`src/rtl/ctrl_dispatch_fsm.sv`:
```
// ctrl_dispatch_fsm: accepts one host command at a time, starts the matching
// GET/PUT/DEL sub-FSM, muxes that sub-FSM's memory commands to the shared
// memory block, bounds its run time with a saturating timeout counter and
// returns a single status response with a valid/ready handshake.
module ctrl_dispatch_fsm #(
    parameter int NUM_ENTRIES    = 16,
    parameter int TIMEOUT_CYCLES = 64
) (
    input  logic                   clk,
    input  logic                   rst_n,

    // Host command / response
    input  logic                   cmd_valid,
    input  logic [1:0]             cmd_op,
    output logic                   cmd_ready,
    output logic                   resp_valid,
    output logic [1:0]             resp_status,
    input  logic                   resp_ready,
    output logic                   busy,

    // Sub-FSM control
    output logic                   get_en,
    output logic                   put_en,
    output logic                   del_en,
    output logic                   get_enter,
    output logic                   put_enter,
    output logic                   del_enter,
    input  logic                   get_done,
    input  logic                   put_done,
    input  logic                   del_done,
    input  logic                   get_error,
    input  logic                   put_error,
    input  logic                   del_error,

    // Sub-FSM memory commands
    input  logic                   get_select,
    input  logic                   get_write,
    input  logic                   get_delete,
    input  logic [NUM_ENTRIES-1:0] get_idx,
    input  logic                   put_select,
    input  logic                   put_write,
    input  logic                   put_delete,
    input  logic [NUM_ENTRIES-1:0] put_idx,
    input  logic                   del_select,
    input  logic                   del_write,
    input  logic                   del_delete,
    input  logic [NUM_ENTRIES-1:0] del_idx,

    // Muxed memory commands
    output logic                   mem_select,
    output logic                   mem_write,
    output logic                   mem_delete,
    output logic [NUM_ENTRIES-1:0] mem_idx
);

    typedef enum logic [1:0] {
        S_IDLE  = 2'd0,
        S_ENTER = 2'd1,
        S_RUN   = 2'd2,
        S_RESP  = 2'd3
    } state_t;

    localparam logic [1:0] OP_NOP = 2'b00;
    localparam logic [1:0] OP_GET = 2'b01;
    localparam logic [1:0] OP_PUT = 2'b10;
    localparam logic [1:0] OP_DEL = 2'b11;

    localparam logic [1:0] ST_OK      = 2'b00;
    localparam logic [1:0] ST_ERROR   = 2'b01;
    localparam logic [1:0] ST_TIMEOUT = 2'b10;
    localparam logic [1:0] ST_ILLEGAL = 2'b11;

    // Counter value seen in the last permitted RUN cycle.
    localparam logic [15:0] CNT_LAST = 16'(TIMEOUT_CYCLES - 1);
    localparam logic [15:0] CNT_MAX  = 16'hFFFF;

    state_t      state_q, state_d;
    logic [1:0]  op_q, op_d;
    logic [15:0] cnt_q, cnt_d;
    logic [1:0]  status_q, status_d;

    logic        sel_done;
    logic        sel_error;

    // State and datapath registers, cleared asynchronously by rst_n.
    always_ff @(posedge clk or negedge rst_n) begin
        if (!rst_n) begin
            state_q  <= S_IDLE;
            op_q     <= OP_NOP;
            cnt_q    <= 16'd0;
            status_q <= ST_OK;
        end else begin
            state_q  <= state_d;
            op_q     <= op_d;
            cnt_q    <= cnt_d;
            status_q <= status_d;
        end
    end

    // Next-state logic: only the latched op's done/error is ever observed.
    always_comb begin
        state_d   = state_q;
        op_d      = op_q;
        cnt_d     = cnt_q;
        status_d  = status_q;
        sel_done  = 1'b0;
        sel_error = 1'b0;

        case (op_q)
            OP_GET: begin
                sel_done  = get_done;
                sel_error = get_error;
            end
            OP_PUT: begin
                sel_done  = put_done;
                sel_error = put_error;
            end
            OP_DEL: begin
                sel_done  = del_done;
                sel_error = del_error;
            end
            default: begin
                sel_done  = 1'b0;
                sel_error = 1'b0;
            end
        endcase

        case (state_q)
            S_IDLE: begin
                if (cmd_valid) begin
                    op_d = cmd_op;
                    if (cmd_op == OP_NOP) begin
                        status_d = ST_ILLEGAL;
                        state_d  = S_RESP;
                    end else begin
                        state_d  = S_ENTER;
                    end
                end
            end
            S_ENTER: begin
                cnt_d   = 16'd0;
                state_d = S_RUN;
            end
            S_RUN: begin
                if (cnt_q != CNT_MAX) begin
                    cnt_d = cnt_q + 16'd1;
                end
                // Sub-FSM status beats the timeout; error beats done.
                if (sel_error) begin
                    status_d = ST_ERROR;
                    state_d  = S_RESP;
                end else if (sel_done) begin
                    status_d = ST_OK;
                    state_d  = S_RESP;
                end else if (cnt_q == CNT_LAST) begin
                    status_d = ST_TIMEOUT;
                    state_d  = S_RESP;
                end
            end
            S_RESP: begin
                if (resp_ready) begin
                    state_d = S_IDLE;
                end
            end
            default: begin
                state_d = S_IDLE;
            end
        endcase
    end

    // Output decode: handshakes, one-hot sub-FSM enables and the memory mux.
    always_comb begin
        cmd_ready   = 1'b0;
        resp_valid  = 1'b0;
        resp_status = 2'b00;
        busy        = 1'b1;
        get_en      = 1'b0;
        put_en      = 1'b0;
        del_en      = 1'b0;
        get_enter   = 1'b0;
        put_enter   = 1'b0;
        del_enter   = 1'b0;
        mem_select  = 1'b0;
        mem_write   = 1'b0;
        mem_delete  = 1'b0;
        mem_idx     = '0;

        case (state_q)
            S_IDLE: begin
                cmd_ready = 1'b1;
                busy      = 1'b0;
            end
            S_ENTER, S_RUN: begin
                case (op_q)
                    OP_GET: begin
                        get_en     = 1'b1;
                        get_enter  = (state_q == S_ENTER);
                        mem_select = get_select;
                        mem_write  = get_write;
                        mem_delete = get_delete;
                        mem_idx    = get_idx;
                    end
                    OP_PUT: begin
                        put_en     = 1'b1;
                        put_enter  = (state_q == S_ENTER);
                        mem_select = put_select;
                        mem_write  = put_write;
                        mem_delete = put_delete;
                        mem_idx    = put_idx;
                    end
                    OP_DEL: begin
                        del_en     = 1'b1;
                        del_enter  = (state_q == S_ENTER);
                        mem_select = del_select;
                        mem_write  = del_write;
                        mem_delete = del_delete;
                        mem_idx    = del_idx;
                    end
                    default: begin
                        get_en = 1'b0;
                    end
                endcase
            end
            S_RESP: begin
                resp_valid  = 1'b1;
                resp_status = status_q;
            end
            default: begin
                busy = 1'b1;
            end
        endcase
    end

endmodule

```
`config.mk`:
```
export PLATFORM = sky130hd
export DESIGN_NAME = ctrl_dispatch_fsm
export DESIGN_NICKNAME = d
export VERILOG_FILES = /design/src/rtl/ctrl_dispatch_fsm.sv
export SDC_FILE = /design/constraint.sdc
export NUM_CORES = 1
export LEC_CHECK = 0
export ABC_CLOCK_PERIOD_IN_PS = 2100
export CORE_AREA = 2 2 72 74
export DETAILED_ROUTE_END_ITERATION = 16
export DIE_AREA = 0 0 74 76
export MAX_ROUTING_LAYER = met4
export PLACE_DENSITY = 0.81
export SLEW_MARGIN = 15
export SYNTH_ARGS = -nofsm -noshare
export SYNTH_HDL_FRONTEND = slang
export SYNTH_SLANG_ARGS = --single-unit
```
`constraint.sdc`:
```
create_clock -name clk -period 2.1 [get_ports clk]
set_input_delay 0.42 -clock clk [delete_from_list [all_inputs] [get_ports clk]]
set_output_delay 0.42 -clock clk [all_outputs]
set_load 0.01 [all_outputs]
```
==> results <==
- The run finished, with violations left.
- The checks that failed: setup timing.
- The register bit total from synthesis is 22.
- The initial utilization of the core area, before any placement, comes to 0.396.
- The met2 layer wire length in the routed design is 3420 um.
- A synthesized cell averages 9.09 um^2.
- The headroom to the max-slew limit is 0.610.
- Yosys attributes the largest share of cell area to sky130_fd_sc_hd__dfrtp_1, sky130_fd_sc_hd__mux2_2, sky130_fd_sc_hd__a22oi_1.
- The floorplan step set the die height to about 76 um.
- In this run the number of H-tree levels came out at 1.
- Summed over all nets, wire length on met3 after detailed routing comes to 212 um.
- The type of destination of the critical path is an output port.
- Dividing the detail-routed wire length by the instance count gives around 17 um.
- Setup violations remaining at the end of the flow were counted as 1.
- Counting flops with an async set or reset pin after synthesis yields a share of 1.00.
- The worst-case clock buffer depth is 2.
- The clock tree from TritonCTS is built.
- In this run the top signal layer used is met4.
- The initial antenna violation count is 0.
- The most used flip-flop cell after synthesis is sky130_fd_sc_hd__dfrtp_1.
- The first detailed-routing pass ran for 4 iterations.
- Synthesis produced a netlist whose cell count is 214.
- The number of buffers inserted during clock tree synthesis is 3.
- The launching element type of the critical path is a register.
- For this run, the register share of the synthesized area comes to 0.283.
- After layout, the worst setup slack is -17.6 ps.
- Setup total negative slack on the finished layout was measured at -17.6 ps.
- In this run the static leakage power is ~1.4 nW.
- The setup path with the least slack is of type register to output port.
- After clock tree synthesis, the clock-pin slew on the worst setup and hold paths is 80 ps.
- The detailed-route via count is 2147.
- The tool flagged a number of max-cap violations equal to 0.
- The detailed-route DRC error count is 0.
- The worst endpoint data arrival time is 1700 ps.
- Setup repair after global routing could not meet its margin everywhere.
- The end-of-flow core utilization is 0.664.
- The total routing resource utilization after global routing is 0.247.
- The cell row count is 26.
- The critical-path maximum fanout is 9.
- Summed over all layers, the routed wires come to 6770 um.
- The count of different cell masters after synthesis is 43.
- In the final layout, flip-flops and latches occupy 552 um^2.
- The floorplan die width is 74 um.
- The total design power is 899 uW.
- VDD sags by at most 0.000340 V.
- The initial DRC count is 145.
- The path class of the tightest hold or removal check is primary input to async pin.
- In this run the standard cell core region covers a little under 5000 um^2.
- The clock network latency to the later pin of the worst-skew pair is 260 ps.
- The power per unit of standard cell area is 276 nW/um^2.
- The clock net in this run drives a total of 22 sinks.
- The final instance count without filler cells is around 400.
- The required time reported for the critical path endpoint is 1680 ps.
- In the final routing, the length of wire on met1 measures around 2900 um.
- Entering global routing, the biggest net connects 25 pins.
- The via count of the first global-routing pass is 2069.
- The transition time at the pin with the least slew margin is 579 ps.
- The final standard cell area without fillers is 3260 um^2.
- The cell type contributing the most total cell area after synthesis is sky130_fd_sc_hd__dfrtp_1.
- Routability-driven placement finished with a final weighted congestion of 0.925.
- Detailed placement ended at an HPWL of 4940 um.
- The number of endpoints with negative hold slack in the final report came to 0.
- Summed over all layers, the global routing overflow is 0.
- On the final layout, the worst clock skew is 1.38 ps.
- The number of nets in the layout is 403.
- The top achievable clock speed is 472 MHz.
- The count of placed standard cells including taps is ~390.
- The first global-routing pass estimated 10500 um of wire.
- The minimum period implied by the final worst setup slack is 2120 ps.
- Dividing the detail-routed via count by the number of cells gives 5.39.
- The area added between synthesis and finish is 67.5%.
- The placed instances occupy a cell area of a little over 3000 um^2.
- The root buffer cell is sky130_fd_sc_hd__clkbuf_8.
- The portion of the clock cycle consumed by the worst path in the final layout is 1.01.
- Of the cells placed in the final design, the portion with a size suffix greater than 1 is 0.299.
- The number of enable-type register cells in the synthesized netlist is 0.
- The net count after synthesis is about 290.
- The detail route stage leaves a number of antenna-violating nets equal to 0.
- The area share of the largest cell type after synthesis is 0.283.
- The total area of multi-input combinational cells is 1410 um^2.
- Input and output buffers added on the ports amount to 98.
- The die area is roughly 5600 um^2.
- During I/O placement, the number of pins put on the boundary was 99.
- The antenna cell count is 0.
- The layout has 388 filler cells.
- The final count of pins violating max slew is 0.
- The number of synthesis warnings is 0.
- The synthesized netlist occupies a cell area of a little under 2000 um^2.
-- cell usage in the layout (no fill, tap or decap), drive strengths merged, types with 2 or more instances in the layout --
master,netlist,layout
clkdlybuf4s50,0,71
buf,2,39
mux2,23,23
dfrtp,22,22
nor2b,21,21
a22oi,19,19
nand2,14,14
and2,9,9
mux2i,9,9
a21oi,9,9
nand3,7,7
inv,6,7
dlygate4sd2,0,6
o21ai,6,6
or4,6,6
and4,5,5
o31ai,5,5
clkbuf,11,5
ha,5,5
and3,4,4
o211ai,4,4
nor3,4,4
nor2,3,3
clkdlybuf4s15,0,3
and2b,1,2
nand4,2,2
or2,2,2
a311oi,2,2
o41ai,2,2
dlymetal6s2s,0,2
-- report_power, final --
part	total (mW)	leakage [nW]	switching (mW)	internal [mW]
registers	0.423	0.281	0	0.423
clock network	0.304	0.0288	0.137	0.167
logic	0.172	1.11	0.0421	0.130
-- synthesized netlist by cell type (3+ instances only) --
library cell                n
sky130_fd_sc_hd__dfrtp_1   22
sky130_fd_sc_hd__mux2_2    22
sky130_fd_sc_hd__nor2b_1   21
sky130_fd_sc_hd__a22oi_1   19
sky130_fd_sc_hd__nand2_1   14
sky130_fd_sc_hd__clkbuf_1  10
sky130_fd_sc_hd__a21oi_1    9
sky130_fd_sc_hd__and2_1     9
sky130_fd_sc_hd__mux2i_1    9
sky130_fd_sc_hd__nand3_1    7
sky130_fd_sc_hd__inv_1      6
sky130_fd_sc_hd__and4_1     5
sky130_fd_sc_hd__ha_1       5
sky130_fd_sc_hd__o21ai_0    5
sky130_fd_sc_hd__or4_1      5
sky130_fd_sc_hd__and3_1     4
sky130_fd_sc_hd__nor3_1     4
sky130_fd_sc_hd__o211ai_1   4
sky130_fd_sc_hd__o31ai_1    4
sky130_fd_sc_hd__nor2_1     3
-- final cells by class --
class	instances	area share
Sequential cell	22	0.169
Multi-Input combinational cell	173	0.434
Timing Repair Buffer	122	0.345
Tap cell	70	0.0269
Inverter	7	0.00806
Clock buffer	4	0.0169
-- state kept, by name, summed over array words and instances, names as in the netlist --
signal and cells:
cnt_q 16, op_q 2, state_q 2, status_q 2
-- layer usage --
metal / vias up / track usage
li1: 1043 / -
met4: 0 / 0.0873
met1: 1008 / 0.324
met3: 31 / 0.0331
met2: 65 / 0.387
met5: - / -
-- cells by family after synthesis --
family,share of synthesized area
adder cells (fa/ha/maj),0.0322
flip-flops,0.283
AO/OA/AOI/OAI,0.203
multiplexers,0.181
AND/OR/NAND/NOR,0.257
buffers and inverters,0.0437
-- final timing paths --
| path | startpoint | to | cells after the start | slack, ps |
|---|---|---|---|---|
| worst max register to register | op_q[1] | status_q[0] | 6 | 110 |
| min in group clk | status_q[0] | status_q[0] | 1 | 520 |
| worst max-delay path | op_q[1] | mem_delete | 6 | -20 |
| worst min-delay path | rst_n | cnt_q[8] | 2 | 500 |
| worst min register to register | status_q[0] | status_q[0] | 1 | 520 |
| max in group asynchronous | rst_n | op_q[1] | 2 | 1360 |
-- what timing repair did --
item / 4_1_cts / 5_1_grt
setup endpoints to repair: 25 / 19
buffers inserted: 7 / 0
hold buffers: 0 / 0
resized for setup: 83 / 27
pin swaps: 1 / 1
gates cloned: 1 / 0
-- per-stage QoR --
step	worst slack [ps]	hold WS, ps
after detailed placement	-173	501
after global placement	-117	486
after global routing	-63.3	527
final	-17.6	504
after CTS	-64.2	507
after floorplan	217	124
-- worst max-delay path: stages, from the launching register on --
cell,delay (ps)
sky130_fd_sc_hd__dfrtp_2,450
sky130_fd_sc_hd__buf_6,120
sky130_fd_sc_hd__buf_8,120
sky130_fd_sc_hd__mux2_2,360
sky130_fd_sc_hd__a22oi_2,150
sky130_fd_sc_hd__nor2b_1,90
sky130_fd_sc_hd__buf_2,150
Power figures use the tool's default switching activity.
